File: config.mk
export PLATFORM = sky130hd
export DESIGN_NAME = seq_detect_param_flat
export DESIGN_NICKNAME = d
export VERILOG_FILES = /design/src/rtl/seq_detect_param_if.sv /design/src/rtl/seq_detect_param.sv /design/src/flat_wrapper.sv
export SDC_FILE = /design/constraint.sdc
export NUM_CORES = 1
export LEC_CHECK = 0
export BUFFER_PORTS_ARGS = -buffer_cell sky130_fd_sc_hd__buf_2
export CORE_MARGIN = 2
export CORE_UTILIZATION = 30
export CTS_CLUSTER_SIZE = 16
export DETAILED_ROUTE_END_ITERATION = 8
export PLACE_DENSITY_LB_ADDON = 0.15
export SLEW_MARGIN = 20
export SYNTH_ARGS = -nofsm -noshare
export SYNTH_HDL_FRONTEND = slang
export SYNTH_SLANG_ARGS = --single-unit
File: constraint.sdc
create_clock -name CLK -period 3.4 [get_ports CLK]
set_input_delay 0.17 -clock CLK [delete_from_list [all_inputs] [get_ports CLK]]
set_output_delay 0.17 -clock CLK [all_outputs]
set_load 0.05 [all_outputs]
File: src/rtl/seq_detect_param_if.sv
// Serial detector bus: qualified input bit stream plus match pulse, fill level and match count.
// The producer side uses the master modport; the detector uses slave.
interface seq_detect_param_if #(
  parameter int LEN = 4,
  parameter int CW  = 8
) ();
  logic                       A;
  logic                       B;
  logic                       CLR;
  logic                       Y;
  logic                       Z;
  logic [$clog2(LEN+1)-1:0]   S;
  logic [CW-1:0]              R;

  modport master (output A, output B, output CLR, input Y, input Z, input S, input R);
  modport slave  (input A, input B, input CLR, output Y, output Z, output S, output R);
endinterface

File: src/rtl/seq_detect_param.sv
// Parametrised serial sequence detector: shifts in A whenever B is high, pulses Y when the
// last LEN qualified bits equal PATTERN, and keeps a saturating hit count on R.
module seq_detect_param #(
  parameter int             LEN     = 4,
  parameter logic [LEN-1:0] PATTERN = 4'b1011,
  parameter int             OVERLAP = 0,
  parameter int             CW      = 8
) (
  input  logic              CLK,
  input  logic              RST_N,
  seq_detect_param_if.slave bus
);
  localparam int SW = $clog2(LEN + 1);
  localparam logic [SW-1:0] FULL = SW'(LEN);

  logic [LEN-1:0] hist_reg;
  logic [LEN-1:0] hist_next;
  logic [SW-1:0]  fill_reg;
  logic [SW-1:0]  fill_inc;
  logic [SW-1:0]  fill_next;
  logic [CW-1:0]  cnt_reg;
  logic           y_reg;
  logic           z_reg;
  logic           hit;

  always_comb begin
    hist_next = {hist_reg[LEN-2:0], bus.A};
    fill_inc  = (fill_reg == FULL) ? fill_reg : fill_reg + 1'b1;
    hit       = (hist_next == PATTERN) && (fill_inc == FULL);
    // Non-overlapping mode throws away the bits that formed the match.
    fill_next = (hit && (OVERLAP == 0)) ? '0 : fill_inc;
  end

  always_ff @(posedge CLK or negedge RST_N) begin
    if (!RST_N) begin
      hist_reg <= '0;
      fill_reg <= '0;
      cnt_reg  <= '0;
      y_reg    <= 1'b0;
      z_reg    <= 1'b0;
    end else if (bus.CLR) begin
      hist_reg <= '0;
      fill_reg <= '0;
      cnt_reg  <= '0;
      y_reg    <= 1'b0;
      z_reg    <= 1'b0;
    end else if (bus.B) begin
      hist_reg <= hist_next;
      fill_reg <= fill_next;
      z_reg    <= (fill_next != '0);
      y_reg    <= hit;
      if (hit && (cnt_reg != {CW{1'b1}}))
        cnt_reg <= cnt_reg + 1'b1;
    end else begin
      y_reg <= 1'b0;
    end
  end

  assign bus.Y = y_reg;
  assign bus.Z = z_reg;
  assign bus.S = fill_reg;
  assign bus.R = cnt_reg;
endmodule

File: src/flat_wrapper.sv
// flat-port wrapper written by rule: the top's interface ports become plain ports
module seq_detect_param_flat 
#(
  parameter int             LEN     = 4,
  parameter logic [LEN-1:0] PATTERN = 4'b1011,
  parameter int             OVERLAP = 0,
  parameter int             CW      = 8
)
  (CLK, RST_N, bus_A, bus_B, bus_CLR, bus_Y, bus_Z, bus_S, bus_R);
  seq_detect_param_if #(.LEN(LEN), .CW(CW)) bus_i ();
  input  logic CLK;
  input  logic RST_N;
  input wire logic [$bits(bus_i.A)-1:0] bus_A;
  input wire logic [$bits(bus_i.B)-1:0] bus_B;
  input wire logic [$bits(bus_i.CLR)-1:0] bus_CLR;
  output wire logic [$bits(bus_i.Y)-1:0] bus_Y;
  output wire logic [$bits(bus_i.Z)-1:0] bus_Z;
  output wire logic [$bits(bus_i.S)-1:0] bus_S;
  output wire logic [$bits(bus_i.R)-1:0] bus_R;
  assign bus_i.A = bus_A;
  assign bus_i.B = bus_B;
  assign bus_i.CLR = bus_CLR;
  assign bus_Y = bus_i.Y;
  assign bus_Z = bus_i.Z;
  assign bus_S = bus_i.S;
  assign bus_R = bus_i.R;
  seq_detect_param #(.LEN(LEN), .PATTERN(PATTERN), .OVERLAP(OVERLAP), .CW(CW)) u_core (.CLK(CLK), .RST_N(RST_N), .bus(bus_i));
endmodule
==> reports/qor.yml <==
die_area_sq_mm: 0.00330
synth_area_sq_um: 856
routed_wl_microns: 1830
fin_crit_ns: 2.60
synthArstFlopShare: 1.00
rows: 19
worstHoldPathType: "in2reg"
drt-pass1-iter-count: 4
p_leak_nw: 0.469
clockBufferDepth: 2
tns_ns: 0
crit_path_max_fanout: 14
power.share.switching: 0.286
hpwl_microns: 1250
htreeDepth: 1
areaGrowthSynthToFinish_pct: 17.7
yosys_warnings: 0
final_cell_mix: "17 x buf_2, 16 x dfrtp_1, 9 x a21oi_1"
die_y_microns: 57.4
synthFlopType: "dfrtp_1"
start_util: 0.313
die_width_microns: 57.4
grt_pass1_wl_microns: 3060
fin_util: 0.368
grt_overflow: 0
clk_pin_slew_ns: 0.10
pin_count: 18
rsz0062_at_grt: "no"
fmax_mhz: 384
cts_tree: "done"
num_antenna_cells: 0
worst_setup_path_start_kind: "flip-flop"
setup_viol: 0
antenna_found_initial: 0
end_kind: "flip-flop"
p_comb_frac: 0.145
route.vias.total: 732
worstMarginPinSlew_ns: 0.393
mostFrequentLayoutCell: "buf_2"
setup.worst_path.class: "reg2reg"
wl_per_cell_microns: 13.3
root_buffer: "clkbuf_4"
nets: 116
cp_data_required_time_ns: 3.62
antenna_left: 0
grt_pass1_vias: 698
finClkSkew_ns: 0.00204
clk_latency_ns: 0.29
slew_violations: 0
ir_worst_vdd_v: 0.000184
stdcell_count: 138
max-cap-violations: 0
synth_seq_cells: 16
syn_inst: 89
pwr-share-seq: 0.515
dpl_cell_area_sq_um: 961
dpl.cell_count: 133
io_buffers: 17
synth_area_per_cell_sq_um: 9.62
power.internal_mw: 0.279
cts_made_buffers: 3
grtUsageTotal: 0.120
ys_types: 27
ys_seq_area_frac: 0.468
pwr-share-clk: 0.340
cp.arrival_ns: 2.82
drcViolationCount: 0
powerDensity_mw_per_mm2: 387
fin_crit_sh: 0.765
via_per_inst: 5.30
synthesis.nets: 97
finalInstanceArea_sq_mm: 0.00101
drive_above_1_share: 0.206
power_mw: 0.390
core-area_sq_mm: 0.00273
timing.slew.headroom: 0.738
final_hold_viol_count: 0
grt_max_degree: 18
drt_first_iter_violations: 21
synth_edf_count: 0
gp_congestion: 0.745
largest_reg_flops: 8
cts_sinks: 16
status: "finished clean"
p_switching_mw: 0.111
[layout make-up]
type	instances	area, sq um
Tap cell	31	38.8
Inverter	3	11.3
Clock buffer	4	36.3
Fill cell	296	1730
Sequential cell	16	400
Timing Repair Buffer	18	95.1
Multi-Input combinational cell	66	425
[stage by stage]
step / hold slack (ns) / worst slack, ns
after global placement: 0.118 / 0.904
after detailed placement: 0.112 / 0.838
after floorplan: -0.126 / 0.669
after global routing: 0.164 / 0.645
after CTS: 0.139 / 0.792
final: 0.141 / 0.798
[metal layers]
metal	track usage	routed length, microns
met5	0	0
met4	0.0498	27
met3	0.0295	82
met2	0.183	841
met1	0.162	879
[power groups by stage]
| stage | sequential, mW | combinational [mW] | clock [mW] |
|---|---|---|---|
| 2_1_floorplan | 0.218 | 0.0259 | 0 |
| 3_5_place_dp | 0.205 | 0.0561 | 0 |
| 4_1_cts | 0.201 | 0.0574 | 0.138 |
| 5_1_grt | 0.202 | 0.0625 | 0.144 |
| 6_report | 0.201 | 0.0567 | 0.133 |
| 3_3_place_gp | 0.204 | 0.0556 | 0 |
[final timing paths]
kind                            cells after the start  slack [ns]          startpoint                 end
worst max-delay path                                7        0.80     u_core.bus.S[0]     u_core.bus.R[5]
worst min-delay path                                3        0.14               bus_A  u_core.hist_reg[0]
worst max register to register                      7        0.80     u_core.bus.S[0]     u_core.bus.R[5]
worst min register to register                      2        0.54  u_core.hist_reg[2]  u_core.hist_reg[2]
max in group asynchronous                           2        2.80               RST_N        u_core.bus.Z
min in group asynchronous                           2        0.32               RST_N        u_core.bus.Y
[worst max-delay path, stage by stage, from the launching register on]
cell and delay [ns]:
dfrtp_1 0.45, inv_1 0.10, ha_1 0.25, or3b_1 0.39, a31o_1 0.22, or3b_4 0.47
or4_1 0.48, a21oi_1 0.17
[cells by family (layout without fill, tap and decap cells)]
family	count (synthesis)	after routing	share of synthesized area
AOI/OAI and AO/OA	24	24	0.168
xor gates and xnor gates	3	3	0.0307
adders and majority gates	3	3	0.0439
buffers and inverters	7	25	0.0351
DFF	16	16	0.468
muxes	4	4	0.0468
and+or+nand+nor	32	32	0.208
[cell usage after synthesis, types with 3 or more instances]
master	instances	share of area
dfrtp_1	16	0.47
a21oi_1	9	0.053
nor2_1	8	0.035
o21ai_0	7	0.041
nand3_1	5	0.029
mux2i_1	4	0.047
nand2_1	4	0.018
or3_1	4	0.029
a211oi_1	3	0.026
ha_1	3	0.044
inv_1	3	0.013
o31ai_1	3	0.026
[repair_timing]
action | CTS | global route
endpoints found under the setup margin | 0 | 0
gates resized for setup | 0 | 0
hold endpoints to repair | 16 | 0
hold buffers | 1 | 0
buffers inserted | 0 | 0
Power figures use the tool's default switching activity.
